## src/rtl/sad_best_match.sv

```systemverilog
// Collects NUM_CAND SAD results from the SAD core over a done/ack handshake and
// reports the minimum SAD and its arrival index via a valid/ack handshake.
module sad_best_match #(
    parameter int WIDTH    = 8,
    parameter int NUM_CAND = 16,
    parameter int IDX_W    = 4
) (
    input  logic               clk,
    input  logic               rst,
    input  logic               start,
    input  logic [WIDTH+4:0]   sad_in,
    input  logic               sad_valid,
    output logic               sad_ack,
    output logic [WIDTH+4:0]   best_sad,
    output logic [IDX_W-1:0]   best_idx,
    output logic               result_valid,
    input  logic               result_ack,
    output logic               busy
);
    localparam int CW = IDX_W + 1;

    typedef enum logic [2:0] {IDLE, COLLECT, ACK, WAIT_LOW, DONE} state_t;

    state_t          state, state_nxt;
    logic [CW-1:0]   count;
    logic            clear, capture;

    always_comb begin
        state_nxt = state;
        clear     = 1'b0;
        capture   = 1'b0;
        case (state)
            IDLE: begin
                if (start) begin
                    clear     = 1'b1;
                    state_nxt = COLLECT;
                end
            end
            COLLECT: begin
                if (sad_valid) begin
                    capture   = 1'b1;
                    state_nxt = ACK;
                end
            end
            ACK: state_nxt = WAIT_LOW;
            // a done held high by the core must not be captured twice
            WAIT_LOW: begin
                if (!sad_valid)
                    state_nxt = (count == CW'(NUM_CAND)) ? DONE : COLLECT;
            end
            DONE: begin
                if (result_ack) begin
                    if (start) begin
                        clear     = 1'b1;
                        state_nxt = COLLECT;
                    end else begin
                        state_nxt = IDLE;
                    end
                end
            end
            default: state_nxt = IDLE;
        endcase
    end

    always_ff @(posedge clk) begin
        if (rst) begin
            state    <= IDLE;
            count    <= '0;
            best_sad <= '0;
            best_idx <= '0;
        end else begin
            state <= state_nxt;
            if (clear) begin
                count    <= '0;
                best_sad <= '0;
                best_idx <= '0;
            end else if (capture) begin
                // strict compare keeps the earliest index on ties
                if (count == '0 || sad_in < best_sad) begin
                    best_sad <= sad_in;
                    best_idx <= count[IDX_W-1:0];
                end
                count <= count + CW'(1);
            end
        end
    end

    assign sad_ack      = (state == ACK);
    assign result_valid = (state == DONE);
    assign busy         = (state == COLLECT) || (state == ACK) || (state == WAIT_LOW);

endmodule
```

## config.mk

```make
export PLATFORM = sky130hd
export DESIGN_NAME = sad_best_match
export DESIGN_NICKNAME = d
export VERILOG_FILES = /design/src/rtl/sad_best_match.sv
export SDC_FILE = /design/constraint.sdc
export NUM_CORES = 1
export LEC_CHECK = 0
export ABC_CLOCK_PERIOD_IN_PS = 3600
export BUFFER_PORTS_ARGS = -buffer_cell sky130_fd_sc_hd__buf_2
export CAP_MARGIN = 30
export CORE_ASPECT_RATIO = 0.8
export CORE_MARGIN = 1
export CORE_UTILIZATION = 40
export CTS_BUF_LIST = sky130_fd_sc_hd__clkbuf_4
export DETAILED_ROUTE_END_ITERATION = 12
export PLACE_DENSITY_LB_ADDON = 0.05
export SYNTH_ARGS = -nofsm -noshare
export SYNTH_HDL_FRONTEND = slang
export SYNTH_SLANG_ARGS = --single-unit
```

## constraint.sdc

```tcl
create_clock -name clk -period 3.6 [get_ports clk]
set_input_delay 0.18 -clock clk [delete_from_list [all_inputs] [get_ports clk]]
set_output_delay 0.18 -clock clk [all_outputs]
set_load 0.005 [all_outputs]
```

Word-level counts from Yosys, hierarchy flattened
Index checks and enable logic that the tools add are counted.
{"block": "word_totals", "reg_bits": 25, "in_bits": 18, "output_inout_bits": 20, "elab_cells": 35}
{"block": "classes", "n_addsub": 1, "magnitude_cmp": 1, "n_eq_ne": 9, "n_mux": 12, "reduce_logical": 8}
{"cell": "2-to-1 mux 3 bit", "n": 5}
{"cell": "case mux 3 bit (5 select lines)", "n": 1}
{"cell": "less-than comparator 13 bit", "n": 1}
{"cell": "== test 3 x 2 -> 1 bit (second input constant)", "n": 2}
{"cell": "inequality test 2 bit (second input constant)", "n": 3}
{"cell": "adder 5 x 1 -> 5 bit (second input constant)", "n": 1}
{"cell": "== test 5 bit (second input constant)", "n": 1}
{"cell": "logical NOT 5 bit", "n": 1}
{"cell": "2-to-1 mux 1 bit", "n": 5}
{"cell": "AND reduction 4 bit", "n": 1}
{"cell": "== test 3 x 1 -> 1 bit (second input constant)", "n": 1}
{"cell": "== test 3 bit (second input constant)", "n": 1}
{"cell": "logical NOT 3 bit", "n": 1}
{"cell": "logical OR 1 bit", "n": 3}
{"cell": "inequality test 2 x 1 -> 1 bit (second input constant)", "n": 1}
{"cell": "case mux 1 bit (2 select lines)", "n": 1}
{"cell": "AND reduction 2 bit", "n": 1}
{"cell": "OR reduction 2 bit", "n": 1}

Depth between registers and ports, before layout
Gate-level depths: netlist of the first run.
{"block": "depth", "depth_word": 4, "ltp_mapped": 8, "ltp_nobuf": 7}

Worst setup path after synthesis of the first run
OpenSTA, ideal clock, no wires.
{"block": "synth_path", "path_type": "flip-flop to flip-flop", "from": "reg best_sad[12]", "to": "reg best_idx[0]", "setup_time_ps": 117, "arrival_time_ps": 1939, "required_ps": 3483, "setup_slack_ps": 1544, "stages_incl_launch_ff": 9, "n_path_buf": 1, "period_less_slack_ps": 2056, "path_cell_list": "dfxtp_1 inv_1 ha_1 nand4_1 nor3_1 a311oi_4 a31o_4 buf_12 a22o_1"}
{"block": "synth_via", "elab_chain_len": 3}
{"element": "start, declared", "line_no": "14", "text": "output logic [WIDTH+4:0] best_sad,"}
{"element": "start signal, assigned", "line_no": "80", "text": "best_sad <= sad_in;"}
{"element": "less-than comparator 13 bit", "line_no": "79", "text": "if (count == '0 || sad_in < best_sad) begin"}
{"element": "logical OR 1 bit", "line_no": "79"}
{"element": "AND reduction 2 bit (no line)"}
{"element": "end signal, assigned", "line_no": "81", "text": "best_idx <= count[IDX_W-1:0];"}
{"element": "end, declared", "line_no": "15", "text": "output logic [IDX_W-1:0] best_idx,"}
No other way between the ends.
A chain may end at the register's enable or synchronous reset.

Final worst setup path of the first run
{"block": "layout_path", "from": "reg best_sad[12]", "to": "reg best_sad[12]"}
{"block": "layout_via", "elab_chain_len": 3}
{"element": "less-than comparator 13 bit", "line_no": "79"}
{"element": "logical OR 1 bit", "line_no": "79"}
{"element": "AND reduction 2 bit (no line)"}
No other way between the ends.

==> results by group, run 1 <==
Worst hold path
  • Worst Hold Class: in -> reg
  • Hold Path Depth: 2

Setup path
  • Worst Path Max Fanout: 14
  • Worst setup EP type: flop
  • R2R depth: 7
  • Crit path kind: reg -> reg
  • Crit path required time: 3.87 ns
  • CP Buf/Inv Count: 1
  • Worst path max stage delay: 0.62 ns
  • Slowest-stage cell, CP: a21boi_2
  • Cell family with most CP delay: compound AO/OA/AOI/OAI gates
  • Startpoint types: flop
  • Crit path cell chain: inv_1 > ha_1 > nand4_1 > nor3_1 > a311oi_4 > a21boi_2 > a22o_2
  • Critical path depth: 7
  • WP data arrival: 2.65 ns

Routing
  • Routed Wire Length: 2.912 mm
  • DRC Markers: 0
  • Vias: 1,192
  • Final ANT Viol Nets: 0
  • DR iter-0 viols: 41
  • Vias per Instance: 5.251
  • WL per Instance: 12.83 um
  • Drt pass-1 iters: 4

Cells and area
  • Fin nets: 218
  • Most frequent cells in the layout: buf_2 (37), dfxtp_1 (25), inv_1 (15), ha_1 (14), nand2_1 (12)
  • Layout cells sized above 1: 28.11%
  • FILL cells: 346
  • N_diodes: 0
  • Area Overhead vs Synth: 15.09%
  • Area used by multi-input combinational logic: 817.0 um2
  • Non-Filler Instances: 227
  • Commonest non-fill, non-tap cell in the layout: buf_2
  • Register area: 500.5 um2
  • Final design utilization: 47.95%

Timing
  • Tmin final: 2.378 ns
  • Fmax: 420.4 MHz
  • Slew Viols, Final: 0
  • Worst-Margin Slew: 0.7302 ns
  • Final hold violations: 0
  • Setup violators final: 0
  • Hold slack: 0.07389 ns
  • Setup_tns: 0 ns
  • RSZ-0062 raised after global routing: no
  • Final period util: 66.07%
  • Worst clock skew: 0.003843 ns
  • Max_slew headroom: 51.03%

CTS
  • Sink Count: 25
  • Skew-Pair Late Insertion Delay: 0.32 ns
  • Clock transition at path regs: 0.13 ns
  • CTS buffer count: 3
  • TritonCTS clock tree: done
  • Root Driver: clkbuf_4
  • Setup Fix Bufs, Post-CTS: 0
  • Post-CTS sizing: 0
  • H-tree levels: 1
  • # hold bufs at CTS: 0
  • Max Buffers Root-to-Sink: 2

Die
  • # rows: 19
  • Num ports: 38
  • Die span in x: 68.77 um
  • Starting Density: 41.67%
  • Die H: 55.41 um
  • Die ar.: 3810 um2
  • Core Footprint: 3423 um2

Global routing
  • Vias in the first global route: 1,047
  • Overflow after GRT: 0
  • Largest net degree at the start of global routing: 15
  • Total track usage: 16.57%
  • Initial antenna violation count: 0
  • First-pass GRT wire length: 4.754 mm

Yosys
  • Register bit total from synthesis: 25
  • Mapped Cells: 149
  • Post-synth cell types: 38
  • Yosys warnings: 0
  • Mean Syn Cell Area: 9.573 um2
  • Share of flip-flops with an asynchronous set or reset: 0%
  • Synthesized cell area: 1426 um2
  • Mapped Nets: 181
  • Register area share after synthesis: 35.09%
  • Post-synth EDFFs: 0
  • Main flop type after synthesis: dfxtp_1

Power and ir drop
  • Maximum vdd drop: 0.1777 mV
  • Cell Pwr Density: 327.6 nW/um2
  • Leak: 0.7016 nW

Placed design
  • Hpwl dp: 2.208 mm
  • Cell count after placement: 223
  • Port Buf Inserts: 37
  • Global placement routability congestion: 0.7888

Run status
  • Status: complete, no violations

Run
  • Max-Cap Viols: 0
[layout make-up]
type | count | area share, %
timing repair buffer | 37 | 11.28
sequential | 25 | 30.49
multi-input combinational | 104 | 49.77
inverter | 15 | 3.430
clock buffer | 4 | 1.829
tap | 42 | 3.201
[synth_stat cells, types with 3 or more instances]
master    n  share of area [%]
dfxtp_1  25                 35
a21oi_1   8                2.8
nor3_1    5                1.8
a22o_2    4                2.8
nor2_1    8                2.1
o21ai_0   3                1.1
ha_1     14                 12
nand2_1  12                3.2
nand4_1   5                2.2
xor2_1    3                1.8
mux2i_1   3                2.1
a22o_1   10                6.1
inv_1    15                3.9
nor3b_1   4                2.1
[worst reg2reg max path, stage by stage (launching register included)]
cell	delay, ns
dfxtp_1	0.38
inv_1	0.05
ha_1	0.34
nand4_1	0.22
nor3_1	0.37
a311oi_4	0.09
a21boi_2	0.62
a22o_2	0.26
[routing by layer]
metal | track usage (%) | vias to the layer above | part of all wire (%)
met2 | 22.41 | 22 | 41
li1 | - | 613 | -
met4 | 2.915 | 0 | 0.65
met1 | 25.67 | 555 | 53
met5 | 0 | - | 0
met3 | 5.165 | 2 | 5.6
[where the power goes]
group	internal (mW)	switching (mW)	total [mW]
Combinational	0.0484	0.0569	0.105
Sequential	0.287	0.0123	0.299
Clock	0.0509	0.0826	0.134
[flip-flops by register name (all words and copies together) (netlist names)]
register / cells
best_sad: 13
count: 5
best_idx: 4
state: 3
[worst paths after layout]
kind                        to          from  slack [ns]
setup / recovery  best_sad[12]  best_sad[12]        1.22
hold / removal        state[2]           rst        0.07
setup reg to reg  best_sad[12]  best_sad[12]        1.22
hold reg to reg    best_idx[3]   best_idx[3]        0.47
[per-stage QoR]
step,total power [mW],instance area (um2),setup slack (ns)
3_5_place_dp,0.4103,1612,1.232
2_1_floorplan,0.3779,1426,1.544
4_1_cts,0.5452,1642,1.194
3_3_place_gp,0.4083,1612,1.368
5_1_grt,0.5717,1642,1.021
6_report,0.5378,1642,1.222
[cells by family after synthesis]
group | count (synthesis) | share of synthesized area (%)
adders and majority gates | 14 | 12.28
buffers and inverters | 20 | 7.631
and+or+nand+nor | 45 | 17.37
muxes | 3 | 2.105
xor gates and xnor gates | 4 | 2.457
DFF | 25 | 35.09
AOI/OAI and AO/OA | 38 | 23.07
No activity file was read; power rests on OpenSTA's default activity.
==> inputs of run 2 (changes only) <==
ABC_CLOCK_PERIOD_IN_PS = 2000   (was 3600)
clock period = 2 ns   (was 3.6 ns; I/O delays follow)
==> results by group, run 2 (same netlist as run 1, synthesis figures left out) <==
Run status
  • Status: complete, no violations

CTS
  • Clock transition at path regs: 0.14 ns (about the same)
  • Skew-Pair Late Insertion Delay: 0.32 ns (about the same)
  • TritonCTS clock tree: done
  • CTS buffer count: 3 (unchanged)
  • Root Driver: clkbuf_4
  • Max Buffers Root-to-Sink: 2 (unchanged)
  • Sink Count: 25 (unchanged)
  • H-tree levels: 1 (unchanged)

Setup path
  • Crit path required time: 2.21 ns (-1.66 ns)
  • WP data arrival: 2.15 ns (-0.50 ns)
  • Crit path cell chain: inv_2 > ha_4 > nand4_1 > nor2_2 > nand3_4 > a31o_4 > a22o_1
  • Worst path max stage delay: 0.36 ns (-0.26 ns)
  • CP Buf/Inv Count: 1 (unchanged)
  • Cell family with most CP delay: simple AND/OR/NAND/NOR gates
  • Crit path kind: reg -> reg
  • Worst setup EP type: flop
  • Slowest-stage cell, CP: dfxtp_2
  • Startpoint types: flop
  • Worst Path Max Fanout: 7 (-7)

Cells and area
  • Fin nets: 238 (+9.2%)
  • Reg with most FFs: best_sad
  • Most frequent cells in the layout: buf_2 (37), dfxtp_1 (20), inv_1 (13), buf_4 (12), nand2_1 (11)
  • N_diodes: 0 (unchanged)
  • Commonest non-fill, non-tap cell in the layout: buf_2
  • FILL cells: 323 (-6.6%)
  • Register area: 506.7 um2 (+1.2%)
  • Area Overhead vs Synth: 36.84%
  • Area used by multi-input combinational logic: 958.4 um2 (+17%)
  • Max reg flops: 13 (unchanged)
  • Layout cells sized above 1: 42.44% (+14 points)
  • Top flop regs: best_sad: 13 flops, count: 5 flops, best_idx: 4 flops
  • Non-Filler Instances: 247 (+8.8%)

Die
  • # rows: 19 (unchanged)
  • Die H: 55.41 um (unchanged)
  • Num ports: 38 (unchanged)
  • Die ar.: 3810 um2 (unchanged)
  • Starting Density: 41.67% (unchanged)
  • Die span in x: 68.77 um (unchanged)
  • Core Footprint: 3423 um2 (unchanged)

Global routing
  • Largest net degree at the start of global routing: 14 (-1)
  • Initial antenna violation count: 0 (unchanged)
  • First-pass GRT wire length: 5.554 mm (+17%)
  • Overflow after GRT: 0 (unchanged)
  • Vias in the first global route: 1,186 (+13%)
  • Total track usage: 19.39% (+2.8 points)

Power and ir drop
  • Maximum vdd drop: 0.4290 mV (+140%)
  • Cell Pwr Density: 539.0 nW/um2 (+65%)
  • Leak: 0.8294 nW (+18%)

Routing
  • Met1 WL: 1.810 mm (+17%)
  • Top routing layer in use: met4
  • Vias per Instance: 5.397 (+2.8%)
  • DRC Markers: 0 (unchanged)
  • Met2 wire len: 1.544 mm (+31%)
  • Routed wl met3: 132 um (-20%)
  • Final ANT Viol Nets: 0 (unchanged)
  • Drt pass-1 iters: 4 (unchanged)
  • Vias: 1,333 (+12%)
  • DR iter-0 viols: 86 (+110%)
  • WL per Instance: 14.20 um (+11%)
  • Routed Wire Length: 3.508 mm (+20%)

Timing
  • Worst-Margin Slew: 0.4148 ns (-0.3154 ns)
  • Setup_tns: 0 ns (unchanged)
  • Max_slew headroom: 72.35% (+21 points)
  • Final period util: 96.80% (+31 points)
  • Hold slack: 0.004833 ns (-0.06905 ns)
  • RSZ-0062 raised after global routing: yes
  • Fmax: 516.5 MHz (+23%)
  • Slew Viols, Final: 0 (unchanged)
  • Worst clock skew: 0.01650 ns (+0.01265 ns)
  • Final hold violations: 0 (unchanged)
  • Setup violators final: 0 (unchanged)
  • Tmin final: 1.936 ns (-0.4424 ns)

Worst hold path
  • Worst Hold Class: in -> reg

Run
  • Max-Cap Viols: 0 (unchanged)

Placed design
  • Global placement routability congestion: 0.8264 (+4.8%)
  • Cell count after placement: 234 (+4.9%)
  • Hpwl dp: 2.478 mm (+12%)
  • Port Buf Inserts: 37 (unchanged)
-- run 2: cell type report --
class	count	area share, %
multi-input combinational	105	49.10
sequential	25	25.96
timing repair buffer	56	17.82
inverter	15	2.885
tap	42	2.692
clock buffer	4	1.538
-- run 2: layer usage --
metal	global-route usage, %	vias up
met3	4.959	2
met5	0	-
met1	29.63	645
li1	-	660
met4	2.624	0
met2	27.73	26
-- run 2: timing repair --
action                                 in CTS  in global routing
cloned                                      1                  0
setup buffers                               2                  1
setup endpoints to repair                  14                 17
pin swaps                                   5                  9
resized for setup                          10                 17
hold buffers                                4                  1
endpoints found under the hold margin       6                  1
-- run 2: path summary, 6_finish.rpt --
kind / startpoint / end / slack, ns / depth (start not counted)
setup / recovery: best_sad[12] / best_sad[11] / 0.06 / 7
setup reg to reg: best_sad[12] / best_sad[11] / 0.06 / 7
hold reg to reg: best_idx[2] / best_idx[2] / 0.48 / 2
hold / removal: sad_in[5] / best_sad[5] / 0.005 / 2
-- run 2: power by group --
part | switching (mW) | leakage (nW) | internal (mW) | total [mW]
Sequential | 0.0157 | 0.205 | 0.517 | 0.533
Clock | 0.150 | 0.0184 | 0.0916 | 0.242
Combinational | 0.139 | 0.606 | 0.138 | 0.278
-- run 2: per-stage QoR --
stage / instance area (um2) / power (mW) / utilization (%) / setup slack, ns
detailed placement: 1699 / 0.7643 / 49.63 / -0.1852
global placement: 1699 / 0.7596 / 49.63 / -0.09390
floorplan: 1431 / 0.6811 / - / 0.01119
finish: 1952 / 1.052 / 57.02 / 0.06392
global route: 1952 / 1.114 / 57.02 / -0.04042
CTS: 1842 / 1.040 / 53.80 / 0.002026
